**config.mk**
```make
export PLATFORM = sky130hd
export DESIGN_NAME = pwd_lock_ctrl_flat
export DESIGN_NICKNAME = d
export VERILOG_FILES = /design/src/rtl/pwd_lock_ctrl_if.sv /design/src/rtl/pwd_lock_ctrl.sv /design/src/flat_wrapper.sv
export SDC_FILE = /design/constraint.sdc
export NUM_CORES = 1
export LEC_CHECK = 0
export ABC_AREA = 1
export CORE_MARGIN = 2
export CORE_UTILIZATION = 35
export DETAILED_ROUTE_END_ITERATION = 10
export PLACE_DENSITY_LB_ADDON = 0.15
export SYNTH_ARGS = -nofsm -noshare
export SYNTH_HDL_FRONTEND = slang
export SYNTH_SLANG_ARGS = --single-unit
```
**constraint.sdc**
```tcl
create_clock -name clk -period 1.9 [get_ports clk]
set_input_delay 0.285 -clock clk [delete_from_list [all_inputs] [get_ports clk]]
set_output_delay 0.285 -clock clk [all_outputs]
set_load 0.02 [all_outputs]
```
**src/rtl/pwd_lock_ctrl_if.sv**
```systemverilog
// Keypad/storage-side signal bundle for the password lock controller.
// The controller uses the slave modport; the entry logic or bench uses master.
interface pwd_lock_ctrl_if;
    logic [3:0] code_in;
    logic       enter;
    logic       prog_req;
    logic [3:0] store_q;
    logic [3:0] t_out;
    logic       unlocked;
    logic       alarm;
    logic       prog_done;
    logic [1:0] fail_cnt;

    modport master (
        output code_in, enter, prog_req, store_q,
        input  t_out, unlocked, alarm, prog_done, fail_cnt
    );

    modport slave (
        input  code_in, enter, prog_req, store_q,
        output t_out, unlocked, alarm, prog_done, fail_cnt
    );
endinterface

```
**src/rtl/pwd_lock_ctrl.sv**
```systemverilog
// Password check / lockout / reprogram sequencer for a 4-bit toggle-flop password bank.
// Writes are one-cycle T masks followed by a read-back verify.
//
//   state         | meaning
//   S_LOCKED      | idle, evaluating enter strobes against the stored code
//   S_UNLOCKED    | access granted, unlock timer running
//   S_PROG_WRITE  | toggle mask driven to the storage for this single cycle
//   S_PROG_VERIFY | storage read back and compared with the new code
//   S_LOCKOUT     | alarm raised, lockout timer running, inputs ignored
module pwd_lock_ctrl #(
    parameter int MAX_TRIES      = 3,
    parameter int LOCKOUT_CYCLES = 16,
    parameter int UNLOCK_CYCLES  = 32
) (
    input  logic           clk,
    input  logic           rst,
    pwd_lock_ctrl_if.slave bus
);
    localparam int MAX_CYC = (LOCKOUT_CYCLES > UNLOCK_CYCLES) ? LOCKOUT_CYCLES : UNLOCK_CYCLES;
    localparam int TW      = (MAX_CYC > 1) ? $clog2(MAX_CYC) : 1;

    localparam logic [TW-1:0] LOCK_LOAD   = TW'(LOCKOUT_CYCLES - 1);
    localparam logic [TW-1:0] UNLOCK_LOAD = TW'(UNLOCK_CYCLES - 1);
    localparam logic [TW-1:0] TIMER_ONE   = TW'(1);
    localparam logic [1:0]    TRIES       = 2'(MAX_TRIES);

    typedef enum logic [2:0] {
        S_LOCKED,
        S_UNLOCKED,
        S_PROG_WRITE,
        S_PROG_VERIFY,
        S_LOCKOUT
    } state_t;

    state_t        state_q, state_d;
    logic [TW-1:0] timer_q, timer_d;
    logic [1:0]    fail_cnt_q, fail_cnt_d;
    logic [3:0]    new_code_q, new_code_d;
    logic [3:0]    t_out_q, t_out_d;
    logic          prog_done_q, prog_done_d;
    logic [1:0]    fail_inc;

    always_ff @(posedge clk or negedge rst) begin
        if (!rst) begin
            state_q     <= S_LOCKED;
            timer_q     <= '0;
            fail_cnt_q  <= '0;
            new_code_q  <= '0;
            t_out_q     <= '0;
            prog_done_q <= 1'b0;
        end else begin
            state_q     <= state_d;
            timer_q     <= timer_d;
            fail_cnt_q  <= fail_cnt_d;
            new_code_q  <= new_code_d;
            t_out_q     <= t_out_d;
            prog_done_q <= prog_done_d;
        end
    end

    always_comb begin
        state_d     = state_q;
        timer_d     = timer_q;
        fail_cnt_d  = fail_cnt_q;
        new_code_d  = new_code_q;
        t_out_d     = '0;
        prog_done_d = 1'b0;
        fail_inc    = fail_cnt_q + 2'd1;

        case (state_q)
            S_LOCKED: begin
                if (bus.enter) begin
                    if (bus.code_in == bus.store_q) begin
                        state_d    = S_UNLOCKED;
                        fail_cnt_d = '0;
                        timer_d    = UNLOCK_LOAD;
                    end else begin
                        fail_cnt_d = fail_inc;
                        if (fail_inc == TRIES) begin
                            state_d = S_LOCKOUT;
                            timer_d = LOCK_LOAD;
                        end
                    end
                end
            end
            S_UNLOCKED: begin
                timer_d = timer_q - TIMER_ONE;
                // Programming wins even on the last unlocked cycle.
                if (bus.prog_req) begin
                    new_code_d = bus.code_in;
                    t_out_d    = bus.code_in ^ bus.store_q;
                    state_d    = S_PROG_WRITE;
                    timer_d    = '0;
                end else if (bus.enter || (timer_q == '0)) begin
                    state_d = S_LOCKED;
                    timer_d = '0;
                end
            end
            S_PROG_WRITE: begin
                state_d = S_PROG_VERIFY;
            end
            S_PROG_VERIFY: begin
                if (bus.store_q == new_code_q) begin
                    prog_done_d = 1'b1;
                    fail_cnt_d  = '0;
                    state_d     = S_LOCKED;
                end else begin
                    state_d = S_LOCKOUT;
                    timer_d = LOCK_LOAD;
                end
            end
            S_LOCKOUT: begin
                if (timer_q == '0) begin
                    state_d    = S_LOCKED;
                    fail_cnt_d = '0;
                end else begin
                    timer_d = timer_q - TIMER_ONE;
                end
            end
            default: begin
                state_d = S_LOCKED;
                timer_d = '0;
            end
        endcase
    end

    assign bus.t_out     = t_out_q;
    assign bus.unlocked  = (state_q == S_UNLOCKED);
    assign bus.alarm     = (state_q == S_LOCKOUT);
    assign bus.prog_done = prog_done_q;
    assign bus.fail_cnt  = fail_cnt_q;
endmodule
```
**src/flat_wrapper.sv**
```systemverilog
// flat-port wrapper written by rule: the top's interface ports become plain ports
module pwd_lock_ctrl_flat 
#(
    parameter int MAX_TRIES      = 3,
    parameter int LOCKOUT_CYCLES = 16,
    parameter int UNLOCK_CYCLES  = 32
)
  (clk, rst, bus_code_in, bus_enter, bus_prog_req, bus_store_q, bus_t_out, bus_unlocked, bus_alarm, bus_prog_done, bus_fail_cnt);
  pwd_lock_ctrl_if bus_i ();
  input  logic clk;
  input  logic rst;
  input wire logic [$bits(bus_i.code_in)-1:0] bus_code_in;
  input wire logic [$bits(bus_i.enter)-1:0] bus_enter;
  input wire logic [$bits(bus_i.prog_req)-1:0] bus_prog_req;
  input wire logic [$bits(bus_i.store_q)-1:0] bus_store_q;
  output wire logic [$bits(bus_i.t_out)-1:0] bus_t_out;
  output wire logic [$bits(bus_i.unlocked)-1:0] bus_unlocked;
  output wire logic [$bits(bus_i.alarm)-1:0] bus_alarm;
  output wire logic [$bits(bus_i.prog_done)-1:0] bus_prog_done;
  output wire logic [$bits(bus_i.fail_cnt)-1:0] bus_fail_cnt;
  assign bus_i.code_in = bus_code_in;
  assign bus_i.enter = bus_enter;
  assign bus_i.prog_req = bus_prog_req;
  assign bus_i.store_q = bus_store_q;
  assign bus_t_out = bus_i.t_out;
  assign bus_unlocked = bus_i.unlocked;
  assign bus_alarm = bus_i.alarm;
  assign bus_prog_done = bus_i.prog_done;
  assign bus_fail_cnt = bus_i.fail_cnt;
  pwd_lock_ctrl #(.MAX_TRIES(MAX_TRIES), .LOCKOUT_CYCLES(LOCKOUT_CYCLES), .UNLOCK_CYCLES(UNLOCK_CYCLES)) u_core (.clk(clk), .rst(rst), .bus(bus_i));
endmodule
```
==> key figures <==
Clock tree
  • CTS Sinks: 19
  • Clk_lat worst skew: 300 ps
  • Clock Path Buffers: 2
  • CTS H-tree lvls: 1
  • Root buffer cell: clkbuf_4
  • Worst-path clk slew: ~120 ps
  • Hold Buf Count CTS: 0
  • Cts bufs inserted: 3
  • CTS tree: done

Die
  • Core ar.: approximately 0.0033 sq mm
  • Row count: 21
  • Chip width: 62.3 microns
  • Starting Density: 35.9%
  • Die Area: 0.00388 sq mm
  • I/O pin count: 21
  • Die Y: a little over 60 microns

Yosys
  • Area contributors post-synth: dfrtp_1 40%, nand2_1 26%, inv_1 8.2%, nor2_1 4.4%, nor2_2 3.2%
  • Sequential-to-total area share from yosys stat: 40.0%
  • Post-synthesis async set-or-reset flop share: 100%
  • Top_reg_cell synth: dfrtp_1
  • Compound-Gate Fraction of Synth Area: just under 3%
  • Post-synth top cells: 82 x nand2_1, 26 x inv_1, 19 x dfrtp_1
  • Xor and xnor area share after synthesis: about 1.5%
  • Most numerous cell in the Yosys netlist: nand2_1
  • Synth Area in Adders: 2.11%
  • Largest family of logic cells by synthesized area: simple AND/OR/NAND/NOR gates
  • Cell taking the most area after synthesis: dfrtp_1
  • Post-synth EDFFs: 0
  • Yosys warns: 0
  • Post-synthesis mux area share: 0%
  • Fraction of post-synthesis cell area in the top cell type by area: 40.0%
  • Synth Instances: 179
  • Synthesized area: 0.00119 sq mm
  • Synth Area in Simple Gates: 43.6%
  • Syn Area/Cell: 6.64 sq um
  • Mapped Nets: 193
  • Synth Register Bits: 19
  • Yosys cell types: 18

Worst setup path
  • CP Cell Sequence: nor2_2, nand2_2, inv_2, dlygate4sd2_1
  • Crit path kind: reg2out
  • Buf/Inv on CP: 2
  • Critical path arrival: 1450 ps
  • Max stage delay cell, worst path: dfrtp_1
  • Crit Path Max Fanout: 5
  • Crit-path max cell delay: 460 ps
  • CP Data Required Time: roughly 1600 ps
  • Worst Setup Start Kind: register
  • Delay-heaviest family, CP: flip-flops
  • Critical path endpoint category: primary output

Drt
  • DR pass1 iterations: 4
  • Final wirelength: 2420 microns
  • Via count: between 1000 and 1500
  • Via density: 4.44
  • Final ANT Viol Nets: 0
  • Initial DRC Count: 37
  • Post-route DRC: 0
  • WL/cell: 9.70 microns

Final layout
  • Finished Cell Area: roughly 0.0015 sq mm
  • Share of cells above drive strength 1: 12.3%
  • N_diodes: 0
  • P&R area growth vs syn: 24.0%
  • Nets: 218

Power and ir drop
  • Switch share: a little under half
  • Max rail drop VDD: 0.373 mV
  • Pwr/cell area: around 1200 mW/mm^2
  • Gate power share: between 50% and 60%
  • Clock power frac: 11.8%
  • Leak pwr: 0.835 nW
  • Register share of total power: 34.4%
  • Switching power: 810 uW
  • Internal Power: 954 uW

Timing
  • Slew HR: 69.3%
  • Final setup vio count: 0
  • Minimum clock period: around 1700 ps
  • Hold Fails Final Rpt: 0
  • Final max-slew violation count: 0
  • Setup TNS Final: 0 ps
  • RSZ-0062 raised after global routing: false
  • Final period utilization: 91.3%
  • Clk_skew: 17.9 ps
  • F_max: 577 MHz
  • Worst-Margin Slew: 459 ps

Placement
  • Post-place instance area: 0.00145 sq mm
  • Port Buf Inserts: 20
  • Gpl congestion: between 0.8 and 0.9
  • Placed wire-length estimate: 1900 microns

Global routing
  • Largest net degree at the start of global routing: 20
  • First-pass GRT wire length: 4400 microns
  • Antenna violations before repair: 0
  • GR Util All Layers: approximately 14%
  • Vias in the first global route: around 1000
  • Global route overflow: 0

Min path
  • Min-Delay Path Class: in2async

Run
  • Max-cap violations: 0

Run status
  • Outcome: finished clean
## layout make-up
class	instances	area, sq um
fillers	363	1840
multi-input cells	129	596
flip-flops and latches	19	475
repair buffers	21	205
inverters	30	113
well taps	46	57.6
clock buffers	3	22.5
clock inverters	1	5.00
## layout by cell type, fill, tap and decap left out, drive strengths merged
cell type       n
dlygate4sd2     2
o21ai           7
nand3           7
clkbuf          3
clkinv          1
nor3            2
inv            30
clkdlybuf4s50  18
ha              2
nor2           21
nand2          88
xor2            2
dfrtp          19
buf             1
## cell families after synthesis
| group | after synthesis |
|---|---|
| buf+inv | 31 |
| flops | 19 |
| fa+ha+maj | 2 |
| simple gates | 118 |
| xor+xnor | 2 |
| compound gates | 7 |
## flip-flops by register name, summed over array words and instances, names as in the netlist
signal / flops
u_core.bus.prog_done: 1
u_core.bus.fail_cnt: 2
u_core.state_q: 3
u_core.timer_q: 5
u_core.new_code_q: 4
u_core.bus.t_out: 4
## per-stage QoR
| step | power, mW | worst slack [ps] | hold slack (ps) | util, % | instances |
|---|---|---|---|---|---|
| after floorplan | 1.33 | 585 | -10.6 | - | 179 |
| after global placement | 1.55 | 207 | 490 | 43.8 | 245 |
| after detailed placement | 1.58 | 183 | 494 | 43.8 | 245 |
| after CTS | 1.79 | 132 | 298 | 44.5 | 249 |
| after global routing | 1.97 | 66.6 | 302 | 44.5 | 249 |
| final | 1.76 | 166 | 297 | 44.5 | 249 |
## worst paths after layout
| check | startpoint | cells after the start | slack, ps | endpoint |
|---|---|---|---|---|
| max | u_core.state_q[1]$_DFFE_PN0P_ | 4 | 170 | bus_alarm |
| min | rst | 2 | 300 | u_core.timer_q[3]$_DFFE_PN0P_ |
| max reg2reg | u_core.timer_q[0]$_DFFE_PN0P_ | 8 | 360 | u_core.state_q[0]$_DFFE_PN0P_ |
| min reg2reg | u_core.timer_q[4]$_DFFE_PN0P_ | 2 | 530 | u_core.timer_q[4]$_DFFE_PN0P_ |
| max in group asynchronous | rst | 2 | 1370 | u_core.bus.t_out[0]$_DFF_PN0_ |
| min in group clk | u_core.timer_q[4]$_DFFE_PN0P_ | 2 | 530 | u_core.timer_q[4]$_DFFE_PN0P_ |
## metal layers
| layer | track usage, % | wire (microns) | part of all wire (%) |
|---|---|---|---|
| met5 | 0 | 0 | 0 |
| met1 | 16.8 | 1120 | 47 |
| met3 | 2.54 | 82 | 3.4 |
| met2 | 24.7 | 1180 | 49 |
| met4 | 5.83 | 24 | 0.99 |
## power by group through the flow
| stage | Sequential (mW) | Clock, mW | Combinational [mW] |
|---|---|---|---|
| 2_1_floorplan | 0.620 | 0 | 0.712 |
| 3_3_place_gp | 0.610 | 0 | 0.939 |
| 3_5_place_dp | 0.616 | 0 | 0.960 |
| 4_1_cts | 0.608 | 0.223 | 0.960 |
| 5_1_grt | 0.625 | 0.246 | 1.10 |
| 6_report | 0.607 | 0.209 | 0.948 |
## timing repair
item,4_1_cts,5_1_grt
endpoints found under the hold margin,0,0
resized for setup,2,0
setup buffers,0,0
setup endpoints to repair,2,0
Note: power is estimated with default switching activity, not from simulation.
